<file path="config.mk">
export PLATFORM = sky130hd
export DESIGN_NAME = com_ctrl
export DESIGN_NICKNAME = d
export VERILOG_FILES = /design/src/rtl/com_ctrl.sv
export SDC_FILE = /design/constraint.sdc
export NUM_CORES = 1
export LEC_CHECK = 0
export ABC_CLOCK_PERIOD_IN_PS = 3050
export BUFFER_PORTS_ARGS = -buffer_cell sky130_fd_sc_hd__buf_2
export CAP_MARGIN = 10
export CORE_MARGIN = 2
export CORE_UTILIZATION = 45
export DETAILED_ROUTE_END_ITERATION = 16
export PLACE_DENSITY = 0.66
export SETUP_SLACK_MARGIN = 0.5
export SYNTH_ARGS = -nofsm -noshare
export SYNTH_HDL_FRONTEND = slang
export SYNTH_SLANG_ARGS = --single-unit
export TNS_END_PERCENT = 5
</file>
<file path="constraint.sdc">
create_clock -name clk -period 3.05 [get_ports clk]
set_input_delay 0.1525 -clock clk [delete_from_list [all_inputs] [get_ports clk]]
set_output_delay 0.1525 -clock clk [all_outputs]
set_load 0.01 [all_outputs]
</file>
<file path="src/rtl/com_ctrl.sv">
// Communication controller: TX FIFO with length-driven sender, RX FIFO with
// software pop, and a byte-wise CRC-16/CCITT engine, all driven by a cfg word.
module com_ctrl (
    input  logic        clk,
    input  logic        rst,
    input  logic [71:0] i_com_cfg,
    output logic [55:0] o_com_stat,
    output logic [7:0]  o_tx_data,
    output logic        o_tx_valid,
    input  logic        i_tx_ready,
    input  logic [7:0]  i_rx_data,
    input  logic        i_rx_valid,
    output logic        o_rx_ready
);

    typedef enum logic [1:0] {IDLE, SEND, DONE} tx_state_t;

    logic [7:0]  crc_en, crc_i1, crc_i2, wr_en, wr, wr_len, rd_en;
    logic [15:0] crc_init;

    assign crc_en   = i_com_cfg[7:0];
    assign crc_init = {i_com_cfg[23:16], i_com_cfg[15:8]};
    assign crc_i1   = i_com_cfg[31:24];
    assign crc_i2   = i_com_cfg[39:32];
    assign wr_en    = i_com_cfg[47:40];
    assign wr       = i_com_cfg[55:48];
    assign wr_len   = i_com_cfg[63:56];
    assign rd_en    = i_com_cfg[71:64];

    logic unused_cfg;
    assign unused_cfg = ^{crc_en[7:3], wr_en[7:2], wr_len[7:4], rd_en[7:2]};

    // Rising-edge detection on the level-held command bits.
    logic [6:0] cmd_cur, cmd_q, cmd_rise;
    logic [2:0] crc_rise;
    logic [1:0] wr_rise, rd_rise;

    assign cmd_cur  = {rd_en[1:0], wr_en[1:0], crc_en[2:0]};
    assign cmd_rise = cmd_cur & ~cmd_q;
    assign crc_rise = cmd_rise[2:0];
    assign wr_rise  = cmd_rise[4:3];
    assign rd_rise  = cmd_rise[6:5];

    always_ff @(posedge clk) begin
        if (rst) cmd_q <= '0;
        else     cmd_q <= cmd_cur;
    end

    // ---------------- TX path ----------------
    logic [7:0] tx_mem [8];
    logic [2:0] tx_wr, tx_rd;
    logic [3:0] tx_cnt, remaining, tx_len;
    tx_state_t  tx_state, tx_next;
    logic       tx_full, tx_pop, tx_push, tx_ovf_evt, len_ok, tx_busy;
    logic       wr_ovf, wr_done;

    assign tx_len     = wr_len[3:0];
    assign tx_full    = (tx_cnt == 4'd8);
    assign tx_busy    = (tx_state != IDLE);
    assign tx_pop     = (tx_state == SEND) && i_tx_ready;
    // A pop in the same cycle frees a slot, so a push into a full FIFO still lands.
    assign tx_push    = wr_rise[0] && (!tx_full || tx_pop);
    assign tx_ovf_evt = wr_rise[0] && tx_full && !tx_pop;
    assign len_ok     = (tx_len != 4'd0) && (tx_len <= 4'd8) && (tx_cnt >= tx_len);

    always_comb begin
        tx_next    = tx_state;
        o_tx_valid = 1'b0;
        o_tx_data  = 8'h00;
        case (tx_state)
            IDLE: if (len_ok) tx_next = SEND;
            SEND: begin
                o_tx_valid = 1'b1;
                o_tx_data  = tx_mem[tx_rd];
                if (i_tx_ready && remaining == 4'd1) tx_next = DONE;
            end
            DONE:    tx_next = IDLE;
            default: tx_next = IDLE;
        endcase
    end

    always_ff @(posedge clk) begin
        if (rst) begin
            tx_state  <= IDLE;
            remaining <= '0;
        end else begin
            tx_state <= tx_next;
            if (tx_state == IDLE && len_ok) remaining <= tx_len;
            else if (tx_pop)                remaining <= remaining - 4'd1;
        end
    end

    always_ff @(posedge clk) begin
        if (tx_push) tx_mem[tx_wr] <= wr;
    end

    always_ff @(posedge clk) begin
        if (rst) begin
            tx_wr  <= '0;
            tx_rd  <= '0;
            tx_cnt <= '0;
        end else begin
            if (tx_push) tx_wr <= tx_wr + 3'd1;
            if (tx_pop)  tx_rd <= tx_rd + 3'd1;
            case ({tx_push, tx_pop})
                2'b10:   tx_cnt <= tx_cnt + 4'd1;
                2'b01:   tx_cnt <= tx_cnt - 4'd1;
                default: tx_cnt <= tx_cnt;
            endcase
        end
    end

    always_ff @(posedge clk) begin
        if (rst) begin
            wr_ovf  <= 1'b0;
            wr_done <= 1'b0;
        end else if (wr_rise[1]) begin
            wr_ovf  <= 1'b0;
            wr_done <= 1'b0;
        end else begin
            if (tx_ovf_evt) wr_ovf <= 1'b1;
            if (tx_state == DONE) wr_done <= 1'b1;
            else if (wr_rise[0])  wr_done <= 1'b0;
        end
    end

    // ---------------- RX path ----------------
    logic [7:0] rx_mem [8];
    logic [2:0] rx_wr, rx_rd;
    logic [3:0] rx_cnt;
    logic       rx_full, rx_push, rx_pop;
    logic [7:0] rd_data;
    logic       rd_valid, rd_unf;

    assign rx_full    = (rx_cnt == 4'd8);
    assign o_rx_ready = !rx_full;
    assign rx_push    = i_rx_valid && !rx_full;
    // Emptiness is judged before this cycle's push, so a same-cycle push cannot mask underflow.
    assign rx_pop     = rd_rise[0] && (rx_cnt != 4'd0);

    always_ff @(posedge clk) begin
        if (rx_push) rx_mem[rx_wr] <= i_rx_data;
    end

    always_ff @(posedge clk) begin
        if (rst) begin
            rx_wr    <= '0;
            rx_rd    <= '0;
            rx_cnt   <= '0;
            rd_data  <= 8'h00;
            rd_valid <= 1'b0;
            rd_unf   <= 1'b0;
        end else begin
            if (rx_push) rx_wr <= rx_wr + 3'd1;
            if (rx_pop)  rx_rd <= rx_rd + 3'd1;
            case ({rx_push, rx_pop})
                2'b10:   rx_cnt <= rx_cnt + 4'd1;
                2'b01:   rx_cnt <= rx_cnt - 4'd1;
                default: rx_cnt <= rx_cnt;
            endcase
            if (rd_rise[1]) begin
                rd_valid <= 1'b0;
                rd_unf   <= 1'b0;
            end
            if (rd_rise[0]) begin
                if (rx_cnt != 4'd0) begin
                    rd_data  <= rx_mem[rx_rd];
                    rd_valid <= 1'b1;
                end else begin
                    rd_unf   <= 1'b1;
                    rd_valid <= 1'b0;
                end
            end
        end
    end

    // ---------------- CRC engine ----------------
    logic [15:0] crc;
    logic        crc_busy, crc_two, crc_phase, crc_done;

    function automatic logic [15:0] crc_step(input logic [15:0] c, input logic [7:0] d);
        logic [15:0] r;
        r = c ^ {d, 8'h00};
        for (int i = 0; i < 8; i++) begin
            r = r[15] ? ((r << 1) ^ 16'h1021) : (r << 1);
        end
        return r;
    endfunction

    always_ff @(posedge clk) begin
        if (rst) begin
            crc       <= 16'h0000;
            crc_busy  <= 1'b0;
            crc_two   <= 1'b0;
            crc_phase <= 1'b0;
            crc_done  <= 1'b0;
        end else if (crc_busy) begin
            crc <= crc_step(crc, crc_phase ? crc_i2 : crc_i1);
            if (crc_two && !crc_phase) begin
                crc_phase <= 1'b1;
            end else begin
                crc_phase <= 1'b0;
                crc_busy  <= 1'b0;
                crc_done  <= 1'b1;
            end
        end else if (crc_rise[0]) begin
            crc      <= crc_init;
            crc_done <= 1'b0;
        end else if (crc_rise[1] || crc_rise[2]) begin
            crc_busy  <= 1'b1;
            crc_two   <= crc_rise[1];
            crc_phase <= 1'b0;
            crc_done  <= 1'b0;
        end
    end

    assign o_com_stat = {
        4'b0, rx_cnt,
        5'b0, rx_full, rd_unf, rd_valid,
        rd_data,
        tx_cnt, wr_done, wr_ovf, tx_full, tx_busy,
        crc[15:8],
        crc[7:0],
        6'b0, crc_done, crc_busy
    };

endmodule
</file>
* Word level (Yosys, flattened, before mapping)
Memory sizes are Yosys's and may differ from the RTL's. A register that Yosys moved wholly into a read port is not among the register bits.
Index checks and enable logic that the tools add are counted.
** Word-level totals
- Register bits :: 57
- Memory bits (writable) :: 128
- Word-level logic and storage cells :: 136
- Memories kept :: 2
** Operators by class
- Add/subtract/negate cells :: 9
- Order comparisons :: 2
- Eq/ne operators :: 13
- Muxes and demuxes :: 44
- Bitwise operators :: 13
- Reduce and logical (&&, ||, !) cells :: 35
** Memory list
- rx_mem :: words 8, bits a word 8, rd ports 1, clocked after Yosys merged registers in 1, wr ports 1, RTL line 128 : logic [7:0] rx_mem [8];
- tx_mem :: words 8, bits a word 8, rd ports 1, clocked after Yosys merged registers in 1, wr ports 1, RTL line 50 : logic [7:0] tx_mem [8];
** Operators with widths (count)
- two-way mux 13 bit :: 8
- two-way mux 16 bit :: 2
- inverter 3 bit :: 8
- two-way mux 1 bit :: 23
- two-way mux 8 bit :: 2
- case mux 4 bit (2 select lines) :: 2
- nonzero test 2 bit :: 8
- XOR 16 bit :: 1
- adder 3 x 1 -> 3 bit (second input constant) :: 4
- subtractor 4 x 1 -> 4 bit (second input constant) :: 3
- logical AND 1 bit :: 11
- adder 4 x 1 -> 4 bit (second input constant) :: 2
- == test 4 bit (second input constant) :: 2
- two-way mux 4 bit :: 2
- AND reduction 2 bit :: 4
- nonzero test 4 bit :: 2
- bitwise AND 7 bit :: 1
- inverter 7 bit :: 1
- == test 2 x 1 -> 1 bit (second input constant) :: 3
- == test 2 bit (second input constant) :: 3
- two-way mux 3 bit :: 2
- == test 4 x 1 -> 1 bit (second input constant) :: 1
- greater-or-equal comparator 4 bit :: 1
- <= comparator 4 bit (second input constant) :: 1
- 11 further kinds :: 19

* Logic depth before layout (Yosys ltp)
- Depth in word-level cells :: 19
- Gate-level depth with buffers :: 13
- Gate-level depth less buffers :: 12

* Worst setup path after synthesis
Ideal clock, no wire load.
- Kind :: register to register
- From :: reg rx_cnt[1]
- To :: reg rx_cnt[2]
- Setup time :: 0.070 ns
- Arrival :: 2.467 ns
- Required time :: 2.980 ns
- Slack :: 0.512 ns
- Stages on the path, launching flop included :: 14
- Clock period less this slack :: 2.538 ns
- Cells stage by stage :: dfxtp_1 > clkbuf_1 > nor3_1 > nand2_1 > inv_2 > nor2b_1 > inv_2 > ha_1 > xor2_1 > ha_1 > a21oi_1 > xor2_1 > or3_1 > a21oi_1
** On the way
- Word-level cells in the longest chain between the ends :: 5
** Ends and longest elaborated chain
- start: declaration :: RTL line 130 : logic [3:0] rx_cnt;
- start signal: assignment :: RTL line 157 : 2'b10: rx_cnt <= rx_cnt + 4'd1;
- start signal: assignment :: RTL line 158 : 2'b01: rx_cnt <= rx_cnt - 4'd1;
- start signal: assignment :: RTL line 159 : default: rx_cnt <= rx_cnt;
- == test 4 bit (*) :: RTL line 135 : assign rx_full = (rx_cnt == 4'd8);
- zero test 1 bit (*)
- net o_rx_ready :: RTL line 13 : output logic o_rx_ready
- logical AND 1 bit (*) :: RTL line 137 : assign rx_push = i_rx_valid && !rx_full;
- == test 2 x 1 -> 1 bit / == test 2 bit (equally long branches) :: RTL line 156 : case ({rx_push, rx_pop})
- case mux 4 bit (2 select lines) / nonzero test 2 bit (equally long branches)
The timed path passes the listed nets; every way through them passes the cells marked *.
A chain may end at the register's enable or synchronous reset.

* Final worst setup path
- From :: reg rx_cnt[1]
- To :: reg rx_cnt[2]
** On the way
- Word-level cells in the longest chain between the ends :: 5
** Ends and longest elaborated chain (RTL line)
- == test 4 bit :: 135
- zero test 1 bit :: 137
- logical AND 1 bit :: 137
- == test 2 x 1 -> 1 bit / == test 2 bit (equally long branches) :: 156
- case mux 4 bit (2 select lines) / nonzero test 2 bit (equally long branches)
Parallel ways exist; a longest one is shown, timed or not.

==> qor.csv <==
stage;metric;value;unit
timing;Period minus WS final;2370;ps
worst_setup_path;critical path class;reg2reg;
drt;drt first-iter violations;337;
synth;prevailing post-synth register cell;edfxtp_1;
synth;Avg Synthesized Cell Area;14.0;um2
drt;drc violations;0;
worst_setup_path;startpoint types;flip-flop;
pwr;Final Power;6.63;mW
pwr;share of power burned in registers;48.0;%
finish;cell area after layout;10200;um2
placement;Routability Congestion;0.825;
global_route;initial antenna violation count;0;
worst_hold_path;worst min-delay path startpoint;i_com_cfg[58];
pwr;switching pwr;1.91;mW
timing;RSZ-0062 raised after global routing;true;
worst_setup_path;Top delay family on crit path;simple AND/OR/NAND/NOR gates;
finish;n_diodes;0;
drt;Via Count;5247;
synth;asr flop ratio synth;0;%
finish;Layout Nets;852;
synth;dominant combinational cell family by area after synthesis;multiplexers;
timing;Tcrit/Tclk final;77.6;%
worst_hold_path;worst hold stages;3;
clock_tree;CTS buffer count;17;
worst_setup_path;reg2reg setup slack;680;ps
timing;Slew Limit Headroom;42.5;%
worst_setup_path;CP Capture Type;flip-flop;
synth;Synth Cell Area;8480;um2
floorplan;CORE AREA;18600;um2
timing;FMAX;0.423;GHz
worst_setup_path;r2r startpoint;rx_cnt[1]$_SDFFE_PP0P_;
floorplan;FP Rows;50;
worst_setup_path;Critical Path AT;2730;ps
placement;buffers added on ports;113;
clock_tree;H-tree depth;4;
clock_tree;worst skew pair latency;440;ps
floorplan;Die H;141;um
synth;multiplexer share of the synthesized area;13.2;%
flow_run;MaxCap Viol Count;0;
clock_tree;CTS tree;yes;
drt;Routed Antenna Nets;0;
timing;Setup TNS Final;0;ps
global_route;first-pass GRT wire length;28000;um
worst_hold_path;Tightest Hold Check Type;in2reg;
drt;post-DR vias/cell;5.25;
worst_setup_path;crit-path max cell delay;420;ps
worst_setup_path;Reg2Reg Depth;12;
worst_setup_path;worst-path cell chain;nor3_1 > nand2_1 > inv_2 > nor2b_2 > inv_2 > ha_1 > xor2_1 > ha_1 > a21oi_1 > xor2_1 > or3_1 > a21oi_1;
drt;first drt pass iteration count;4;
worst_setup_path;Crit Path Max Fanout;8;
synth;Yosys reg bits;196;
synth;Seq/Total Area, Yosys;61.3;%
finish;layout cell share with drive strength beyond 1;29.9;%
finish;Layout area overhead;19.7;%
timing;Slew Viols, Final;0;
synth;Post-Synth XOR/XNOR Area;3.78;%
synth;Synth area leaders;edfxtp_1, dfxtp_1, mux4_2, mux2i_1, nor2_1;
run_status;status;finished, final reports clean;
clock_tree;clock sink count;196;
worst_hold_path;Hold Path Sink;remaining[2]$_SDFFE_PP0P_;
worst_setup_path;Critical Path RT;3420;ps
pwr;Int Pwr;4.72;mW
pwr;Power Dens Cells;653;nW/um2
synth;EDFF count, synth;128;
finish;most frequent cells in the layout;edfxtp_1, buf_2, dfxtp_1;
clock_tree;Clock Path Buffers;2;
pwr;sw frac;28.8;%
synth;Yosys cell types;48;
worst_setup_path;WP buf/inv;2;
worst_setup_path;CP max stage cell;dfxtp_2;
floorplan;IO Count;150;
synth;Ys Warns;0;
worst_setup_path;R2R Path End;rx_cnt[2]$_SDFFE_PP0P_;
timing;Setup Viol. Count Final;0;
placement;dpl hpwl;11500;um
pwr;Worst IR Drop VDD;0.453;mV
pwr;Pleak;3.78;nW
clock_tree;Root Buffer;clkbuf_16;
synth;simple-gate area share of the yosys netlist;8.57;%
synth;share of the synthesized area in the top cell type;45.3;%
floorplan;Die ar.;20000;um2
synth;post-synthesis compound-gate area fraction;6.28;%
global_route;maximum number of pins on one net before global-route repair;29;
timing;worst slew pin tran;862;ps
timing;Final Hold Viols;0;
placement;Post-DP Area;9280;um2
clock_tree;Reg clk slew, reported paths;80;ps
floorplan;Die W;141;um
synth;adder-cell share of the synthesized area;2.36;%
finish;most common cell after layout, fill and taps aside;edfxtp_1;
pwr;combinational power share;18.6;%
pwr;clock power share;33.4;%
floorplan;Starting Density;45.7;%
drt;WL per Instance;17.2;um
global_route;All-Layer GR Usage;18.1;%
synth;Gate Count Post-Synth;608;
global_route;Congestion Overflow GR;0;
drt;routed wire length;17200;um
global_route;vias in the first global route;5447;
timing;Worst Skew;10.6;ps
synth;Synth area leader;edfxtp_1;
-- layout make-up --
| type | count | area (um2) |
|---|---|---|
| clock inverter | 15 | 170 |
| sequential | 196 | 5210 |
| timing repair buffer | 162 | 993 |
| tap | 234 | 293 |
| inverter | 20 | 75.1 |
| clock buffer | 17 | 425 |
| fill | 1544 | 8430 |
| multi-input combinational | 355 | 2990 |
-- layer usage --
metal	up-vias	part of all wire, %	track usage [%]
li1	2528	-	-
met1	2596	43	22.2
met2	103	52	32.0
met3	20	3.4	3.75
met4	0	1.7	6.21
met5	-	0	0
-- worst min-delay path, delay by kind of cell --
kind            cells  cell delay [ps]
compound gates      1               80
buf+inv             2              180
-- how the worst max path moves through the flow --
stage                                       from                      to  cells after the start
final                     rx_cnt[1]$_SDFFE_PP0P_  rx_cnt[2]$_SDFFE_PP0P_                     12
after global routing      rx_cnt[1]$_SDFFE_PP0P_  rx_cnt[2]$_SDFFE_PP0P_                     12
after CTS                 rx_cnt[1]$_SDFFE_PP0P_  rx_cnt[2]$_SDFFE_PP0P_                     12
after detailed placement  tx_cnt[1]$_SDFFE_PP0P_  tx_cnt[2]$_SDFFE_PP0P_                     10
after global placement    tx_cnt[1]$_SDFFE_PP0P_  tx_cnt[2]$_SDFFE_PP0P_                     10
after floorplan           rx_cnt[1]$_SDFFE_PP0P_  rx_cnt[2]$_SDFFE_PP0P_                     13
-- cells in the mapped netlist (all sizes together) (2+ instances only) --
cell type,count
clkinv,2
ha,16
o21ai,9
nor3,22
nand2b,12
xor2,16
nor4,3
a2111oi,8
and3,8
nor2,54
xnor2,18
a32oi,2
clkbuf,14
nand3b,4
o21bai,2
a21oi,17
mux2i,40
buf,37
o21a,2
dfxtp,68
nor2b,13
edfxtp,128
o2111ai,2
a211oi,21
inv,18
or3,4
nand4,3
nand2,19
mux4,32
nand3,2
-- metrics by stage --
step | hold slack [ps] | utilization, % | setup slack, ps | instances
floorplan | 251 | - | 512 | 622
global placement | 382 | 49.9 | 453 | 942
detailed placement | 386 | 49.9 | 276 | 942
CTS | 10.1 | 54.5 | 459 | 998
global route | 51.3 | 54.6 | 455 | 999
finish | 36.8 | 54.6 | 684 | 999
-- power groups by stage --
stage | clock network, mW | registers, mW | logic [mW]
after global routing | 2.37 | 3.21 | 1.38
after CTS | 2.27 | 3.17 | 1.25
after floorplan | 0 | 3.22 | 0.849
after global placement | 0 | 3.21 | 1.18
final | 2.21 | 3.18 | 1.23
after detailed placement | 0 | 3.23 | 1.22
-- kinds of logic after synthesis --
logic type               count (synthesis)
adder cells (fa/ha/maj)                 16
AND/OR/NAND/NOR                        148
AO/OA/AOI/OAI                           70
buffers and inverters                   71
flip-flops                             196
XOR/XNOR                                34
other                                    1
multiplexers                            72
-- timing repair --
action                     in CTS  in global routing
hold buffers                   24                  0
pin swaps                       0                  1
hold endpoints to repair      137                  0
setup buffers                   0                  1
resized for setup               1                  7
setup endpoints to repair       3                  4
-- flip-flops by register name, summed over array words and instances (netlist names), named ones only --
| signal | cells |
|---|---|
| cmd_q | 7 |
| crc | 16 |
| crc_busy | 1 |
| crc_done | 1 |
| crc_phase | 1 |
| crc_two | 1 |
| rd_data | 8 |
| rd_unf | 1 |
| rd_valid | 1 |
| remaining | 4 |
| rx_cnt | 4 |
| rx_mem | 64 |
| rx_rd | 3 |
| rx_wr | 3 |
| tx_cnt | 4 |
| tx_mem | 64 |
| tx_rd | 3 |
| tx_state | 2 |
| tx_wr | 3 |
| wr_done | 1 |
| wr_ovf | 1 |
Power figures use the tool's default switching activity.
